File: config.mk
export PLATFORM = sky130hd
export DESIGN_NAME = data_access_unit
export DESIGN_NICKNAME = d
export VERILOG_FILES = /design/src/rtl/data_access_unit_pkg.sv /design/src/rtl/data_access_unit_lane_align.sv /design/src/rtl/data_access_unit.sv
export SDC_FILE = /design/constraint.sdc
export NUM_CORES = 1
export LEC_CHECK = 0
export ABC_AREA = 1
export CORE_ASPECT_RATIO = 1.2
export CORE_MARGIN = 2
export CORE_UTILIZATION = 49
export DETAILED_ROUTE_END_ITERATION = 6
export GPL_TIMING_DRIVEN = 0
export PLACE_DENSITY_LB_ADDON = 0.2
export SLEW_MARGIN = 20
export SYNTH_ARGS = -nofsm -noshare
export SYNTH_HDL_FRONTEND = slang
export SYNTH_SLANG_ARGS = --single-unit
File: constraint.sdc
create_clock -name clock -period 4.7 [get_ports clock]
set_input_delay 0.94 -clock clock [delete_from_list [all_inputs] [get_ports clock]]
set_output_delay 0.94 -clock clock [all_outputs]
set_load 0.02 [all_outputs]
File: src/rtl/data_access_unit_pkg.sv
// Shared encodings and size helpers for the load/store data access unit.
package data_access_unit_pkg;

   localparam logic [1:0] SIZE_BYTE = 2'b00;
   localparam logic [1:0] SIZE_HALF = 2'b01;
   localparam logic [1:0] SIZE_WORD = 2'b10;

   localparam logic [1:0] ST_IDLE  = 2'd0;
   localparam logic [1:0] ST_BEAT0 = 2'd1;
   localparam logic [1:0] ST_BEAT1 = 2'd2;
   localparam logic [1:0] ST_RESP  = 2'd3;

   // The unused encoding 2'b11 is handled as a word everywhere.
   function automatic logic [2:0] size_bytes(input logic [1:0] size);
      case (size)
         SIZE_BYTE: return 3'd1;
         SIZE_HALF: return 3'd2;
         default:   return 3'd4;
      endcase
   endfunction

   function automatic logic [3:0] size_mask(input logic [1:0] size);
      case (size)
         SIZE_BYTE: return 4'b0001;
         SIZE_HALF: return 4'b0011;
         default:   return 4'b1111;
      endcase
   endfunction

   function automatic logic is_split(input logic [1:0] offset, input logic [1:0] size);
      return ({1'b0, offset} + size_bytes(size)) > 3'd4;
   endfunction

   function automatic logic is_misaligned(input logic [1:0] offset, input logic [1:0] size);
      case (size)
         SIZE_BYTE: return 1'b0;
         SIZE_HALF: return offset[0];
         default:   return offset != 2'b00;
      endcase
   endfunction

endpackage

File: src/rtl/data_access_unit_lane_align.sv
// Combinational lane steering: byte enables and shifted store data per beat,
// plus merge/shift/extend of one or two returned words into the load result.
module data_access_unit_lane_align
   import data_access_unit_pkg::*;
(
   input  logic [1:0]  size,
   input  logic [1:0]  offset,
   input  logic        second_beat,
   input  logic [31:0] write_data,
   input  logic [31:0] read_hi,
   input  logic [31:0] read_lo,
   input  logic        is_unsigned,
   output logic [3:0]  byte_enable,
   output logic [31:0] lane_write_data,
   output logic [31:0] load_data
);

   logic [2:0]  back_shift;
   logic [31:0] raw;
   logic        sign_bit;

   always_comb begin
      back_shift = 3'd4 - {1'b0, offset};
      // The second beat carries the bytes that spilled past the first word.
      if (second_beat) begin
         byte_enable     = size_mask(size) >> back_shift;
         lane_write_data = write_data >> {back_shift, 3'b000};
      end else begin
         byte_enable     = 4'(size_mask(size) << offset);
         lane_write_data = write_data << {offset, 3'b000};
      end

      raw      = 32'({read_hi, read_lo} >> {offset, 3'b000});
      sign_bit = 1'b0;
      case (size)
         SIZE_BYTE: begin
            sign_bit  = raw[7] & ~is_unsigned;
            load_data = {{24{sign_bit}}, raw[7:0]};
         end
         SIZE_HALF: begin
            sign_bit  = raw[15] & ~is_unsigned;
            load_data = {{16{sign_bit}}, raw[15:0]};
         end
         default: load_data = raw;
      endcase
   end

endmodule

File: src/rtl/data_access_unit.sv
// Load/store sequencer: accepts one request, issues one or two word beats on the
// data bus, and returns the merged, extended load result as a one-cycle response.
module data_access_unit
   import data_access_unit_pkg::*;
#(
   parameter bit SUPPORT_MISALIGNED = 1'b1
) (
   input  logic        clock,
   input  logic        reset,
   input  logic        req_valid,
   output logic        req_ready,
   input  logic        req_write,
   input  logic [1:0]  req_size,
   input  logic        req_unsigned,
   input  logic [31:0] req_address,
   input  logic [31:0] req_write_data,
   output logic        resp_valid,
   output logic        resp_error,
   output logic [31:0] resp_read_data,
   output logic [31:0] bus_address,
   output logic [31:0] bus_write_data,
   output logic [3:0]  bus_byte_enable,
   output logic        bus_read_enable,
   output logic        bus_write_enable,
   input  logic [31:0] bus_read_data
);

   logic [1:0]  state_reg, state_next;
   logic        write_reg;
   logic [1:0]  size_reg;
   logic        unsigned_reg;
   logic [31:0] address_reg;
   logic [31:0] wdata_reg;
   logic [31:0] lo_reg;
   logic        error_reg;

   logic        accept;
   logic        reject;
   logic        split;
   logic        in_beat;
   logic [31:0] word_address;
   logic [31:0] read_hi, read_lo;
   logic [3:0]  lane_be;
   logic [31:0] lane_wdata;
   logic [31:0] load_data;

   assign accept       = (state_reg == ST_IDLE) && req_valid;
   assign reject       = is_misaligned(req_address[1:0], req_size) && !SUPPORT_MISALIGNED;
   assign split        = is_split(address_reg[1:0], size_reg);
   assign in_beat      = (state_reg == ST_BEAT0) || (state_reg == ST_BEAT1);
   assign word_address = {address_reg[31:2], 2'b00};

   always_comb begin
      state_next = state_reg;
      case (state_reg)
         ST_IDLE:  if (req_valid) state_next = reject ? ST_RESP : ST_BEAT0;
         ST_BEAT0: state_next = split ? ST_BEAT1 : ST_RESP;
         ST_BEAT1: state_next = ST_RESP;
         ST_RESP:  state_next = ST_IDLE;
         default:  state_next = ST_IDLE;
      endcase
   end

   always_ff @(posedge clock) begin
      if (reset) begin
         state_reg    <= ST_IDLE;
         write_reg    <= 1'b0;
         size_reg     <= SIZE_BYTE;
         unsigned_reg <= 1'b0;
         address_reg  <= '0;
         wdata_reg    <= '0;
         lo_reg       <= '0;
         error_reg    <= 1'b0;
      end else begin
         state_reg <= state_next;
         if (accept) begin
            write_reg    <= req_write;
            size_reg     <= req_size;
            unsigned_reg <= req_unsigned;
            address_reg  <= req_address;
            wdata_reg    <= req_write_data;
            error_reg    <= reject;
         end
         // Data for the first beat's address arrives during BEAT1.
         if (state_reg == ST_BEAT1) lo_reg <= bus_read_data;
      end
   end

   // In RESP the live bus word is the low word for single beats, the high word for splits.
   assign read_hi = split ? bus_read_data : 32'h0;
   assign read_lo = split ? lo_reg : bus_read_data;

   data_access_unit_lane_align u_lane_align (
      .size            (size_reg),
      .offset          (address_reg[1:0]),
      .second_beat     (state_reg == ST_BEAT1),
      .write_data      (wdata_reg),
      .read_hi         (read_hi),
      .read_lo         (read_lo),
      .is_unsigned     (unsigned_reg),
      .byte_enable     (lane_be),
      .lane_write_data (lane_wdata),
      .load_data       (load_data)
   );

   always_comb begin
      req_ready        = (state_reg == ST_IDLE);
      resp_valid       = (state_reg == ST_RESP);
      resp_error       = (state_reg == ST_RESP) && error_reg;
      resp_read_data   = '0;
      bus_address      = '0;
      bus_write_data   = '0;
      bus_byte_enable  = '0;
      bus_read_enable  = 1'b0;
      bus_write_enable = 1'b0;
      if ((state_reg == ST_RESP) && !write_reg && !error_reg) resp_read_data = load_data;
      if (in_beat) begin
         bus_address      = (state_reg == ST_BEAT1) ? word_address + 32'd4 : word_address;
         bus_write_data   = write_reg ? lane_wdata : 32'h0;
         bus_byte_enable  = lane_be;
         bus_read_enable  = !write_reg;
         bus_write_enable = write_reg;
      end
   end

endmodule

==> flow_summary.ini <==
[setup_path]
required_ns = 3.76
crit_path_max_fanout = 11
arrival_ns = 3.65
reg2reg_depth = 11
critPathLaunchType = flop
crit_type = flop to output port
reg2reg_setup_slack_ns = 1.95
worst_setup_path_end_kind = output port

[global_route]
antenna_found_initial = 1
grt_pass1_wl_microns = 51920
grt_max_degree = 19
grt_pass1_vias = 9805
gr-total-overflow = 0
grt_usage = 0.3921

[floorplanning]
io_pins = 208
die_height_microns = 143.6
rows = 51
die_w_microns = 120.3
core_area_sq_um = 16080
die-area_sq_um = 17270
initial_utilization = 0.4946

[clocking]
cts_made_buffers = 9
root_buffer = clkbuf_16
cts.path.max_buffers = 2
cts_sinks = 102
clk_latency_ns = 0.36
clk_pin_slew_ns = 0.08
h-tree-depth = 3
cts_tree = yes

[pwr]
p_per_area_nw_per_um2 = 509.4
p_leak_nw = 4.641
comb_power_share = 0.624
pwr-share-seq = 0.234
switching_share = 0.5231
clockPowerShare = 0.143
totalPowerFinal_mw = 5.374
peakVddDrop_uv = 260.0
intPower_mw = 2.563
p_switching_mw = 2.811

[sta]
finalMaxSlewViolations = 0
fin_skew_ns = 0.009981
clock.fmax_mhz = 217.8
min_period_over_period = 0.9767
finalCriticalPeriod_ns = 4.591
slew_headroom = 0.4536
setup_viol = 0
final_hold_viol_count = 0
holdWs_ns = 0.4639
tightest_slew_ns = 0.8196

[finish]
design_area_sq_um = 10550
area_delta_synth_final_pct = 32.66
drive_above_1_share = 0.05079
layout.nets = 1682

[place]
place_area_sq_um = 10260
portBuffers = 203
dp_hpwl_microns = 26420
gp_congestion = 1.037

[routing]
wirelength_microns = 34510
via_count = 10410
route.antenna.remaining_nets = 0
drc_errors = 0
firstDrtPassIters = 6
routedWlPerCell_microns = 19.30
drt_iter0_markers = 1176
vias_per_cell = 5.823

[logic_synthesis]
avgSynthCellArea_sq_um = 5.873
yosys-top-cells-count = 338 x nand2_1, 165 x nor2_1, 149 x inv_1
yosysTopAreaCell = dfxtp_1
synthFlopType = dfxtp_1
synthCells = 1354
synth_area_leaders = dfxtp_1 26%, nand2_1 16%, a21oi_1 8.8%
async_reset_ff_frac = 0
yosysUniqueCellTypes = 40
yosys_warnings = 0
yosysMostFrequentCell = nand2_1
synthesis.area_sq_um = 7953
ys_seq_area_frac = 0.2568
netlist.area_leader.share = 0.2568
synth-seq-cells = 102
synth_edf_count = 0

[worst_hold_path]
whs_path_depth = 2
worst_hold_path_type = flop to flop

[flow_run]
drv_cap = 0

[outcome]
status = complete, no violations
[kinds of logic after synthesis]
logic type	count (synthesis)	share of synthesized area
AND/OR/NAND/NOR	679	0.3622
buffers and inverters	254	0.1345
flip-flops	102	0.2568
other	1	0.0004715
XOR/XNOR	7	0.007709
adder cells (fa/ha/maj)	9	0.01510
AO/OA/AOI/OAI	302	0.2233
[worst paths after layout]
| check | to | startpoint |
|---|---|---|
| setup / recovery | resp_read_data[6] | address_reg[1] |
| setup reg to reg | state_reg[0] | address_reg[1] |
| hold / removal | lo_reg[2] | lo_reg[2] |
| hold reg to reg | lo_reg[2] | lo_reg[2] |
[layout by cell type (no fill, tap or decap), types with 6 or more instances in the layout]
cell / Yosys / layout
nand2_1: 338 / 336
clkdlybuf4s50_1: 0 / 170
nor2_1: 165 / 163
inv_1: 149 / 149
a21oi_1: 140 / 140
nand3_1: 114 / 114
dfxtp_1: 102 / 102
a211oi_1: 68 / 67
o21ai_0: 65 / 65
clkbuf_1: 64 / 60
nor3_1: 28 / 28
dlygate4sd2_1: 0 / 26
buf_2: 15 / 15
a221oi_1: 10 / 10
nand3_2: 9 / 9
clkbuf_16: 0 / 9
ha_1: 8 / 8
xor2_1: 7 / 7
o2bb2ai_1: 7 / 7
o31ai_1: 7 / 7
buf_4: 3 / 6
nand2_2: 4 / 6
nand4_1: 6 / 6
[layer usage]
metal / vias to the layer above / track usage / share of wire
met4: 0 / 0.2962 / 0.085
li1: 4879 / - / -
met3: 176 / 0.05794 / 0.092
met5: - / 0 / 0
met1: 4670 / 0.4482 / 0.36
met2: 687 / 0.6615 / 0.46
[worst max-delay path: stages (launching register included)]
cell	delay, ns
dfxtp_1	0.32
buf_4	0.20
inv_1	0.12
buf_4	0.21
buf_4	0.21
fa_1	0.49
nand2_2	0.16
nand3_2	0.14
buf_6	0.19
inv_6	0.09
buf_12	0.14
buf_12	0.14
nand2_1	0.05
nand3_1	0.09
a21oi_1	0.11
nor3_1	0.25
dlygate4sd2_1	0.37
[metrics by stage]
| step | std cells | setup TNS (ns) | setup slack, ns | util |
|---|---|---|---|---|
| final | 1788 | 0 | 0.1095 | 0.6561 |
| after global routing | 1788 | -0.02567 | -0.01286 | 0.6561 |
| after CTS | 1787 | 0 | 0.001410 | 0.6549 |
| after detailed placement | 1771 | -8.452 | -0.4139 | 0.6379 |
| after global placement | 1771 | -6.332 | -0.3588 | 0.6379 |
| after floorplan | 1356 | 0 | 0.8621 | - |
[power by group through the flow]
stage | combinational, mW | sequential, mW | clock, mW
floorplan | 2.11 | 1.21 | 0
detailed placement | 3.25 | 1.26 | 0
finish | 3.35 | 1.26 | 0.767
global route | 3.59 | 1.28 | 0.795
CTS | 3.26 | 1.25 | 0.762
global placement | 3.21 | 1.26 | 0
[area by class of cell]
cell class                      instances  area, sq um
Clock inverter                          6        51.30
Clock buffer                           10        239.0
Antenna cell                            1        2.502
Sequential cell                       102         2042
Tap cell                              212        265.3
Multi-Input combinational cell       1000         4863
Fill cell                            1631         5530
Buffer                                 97        493.0
Timing Repair Buffer                  203         1999
Inverter                              157        594.3
[what timing repair did]
item,4_1_cts,5_1_grt
hold buffers,0,0
buffers inserted,0,0
endpoints found under the hold margin,0,0
pin swaps,0,0
gates resized for setup,39,18
setup endpoints to repair,65,32
Note: power is estimated with default switching activity, not from simulation.
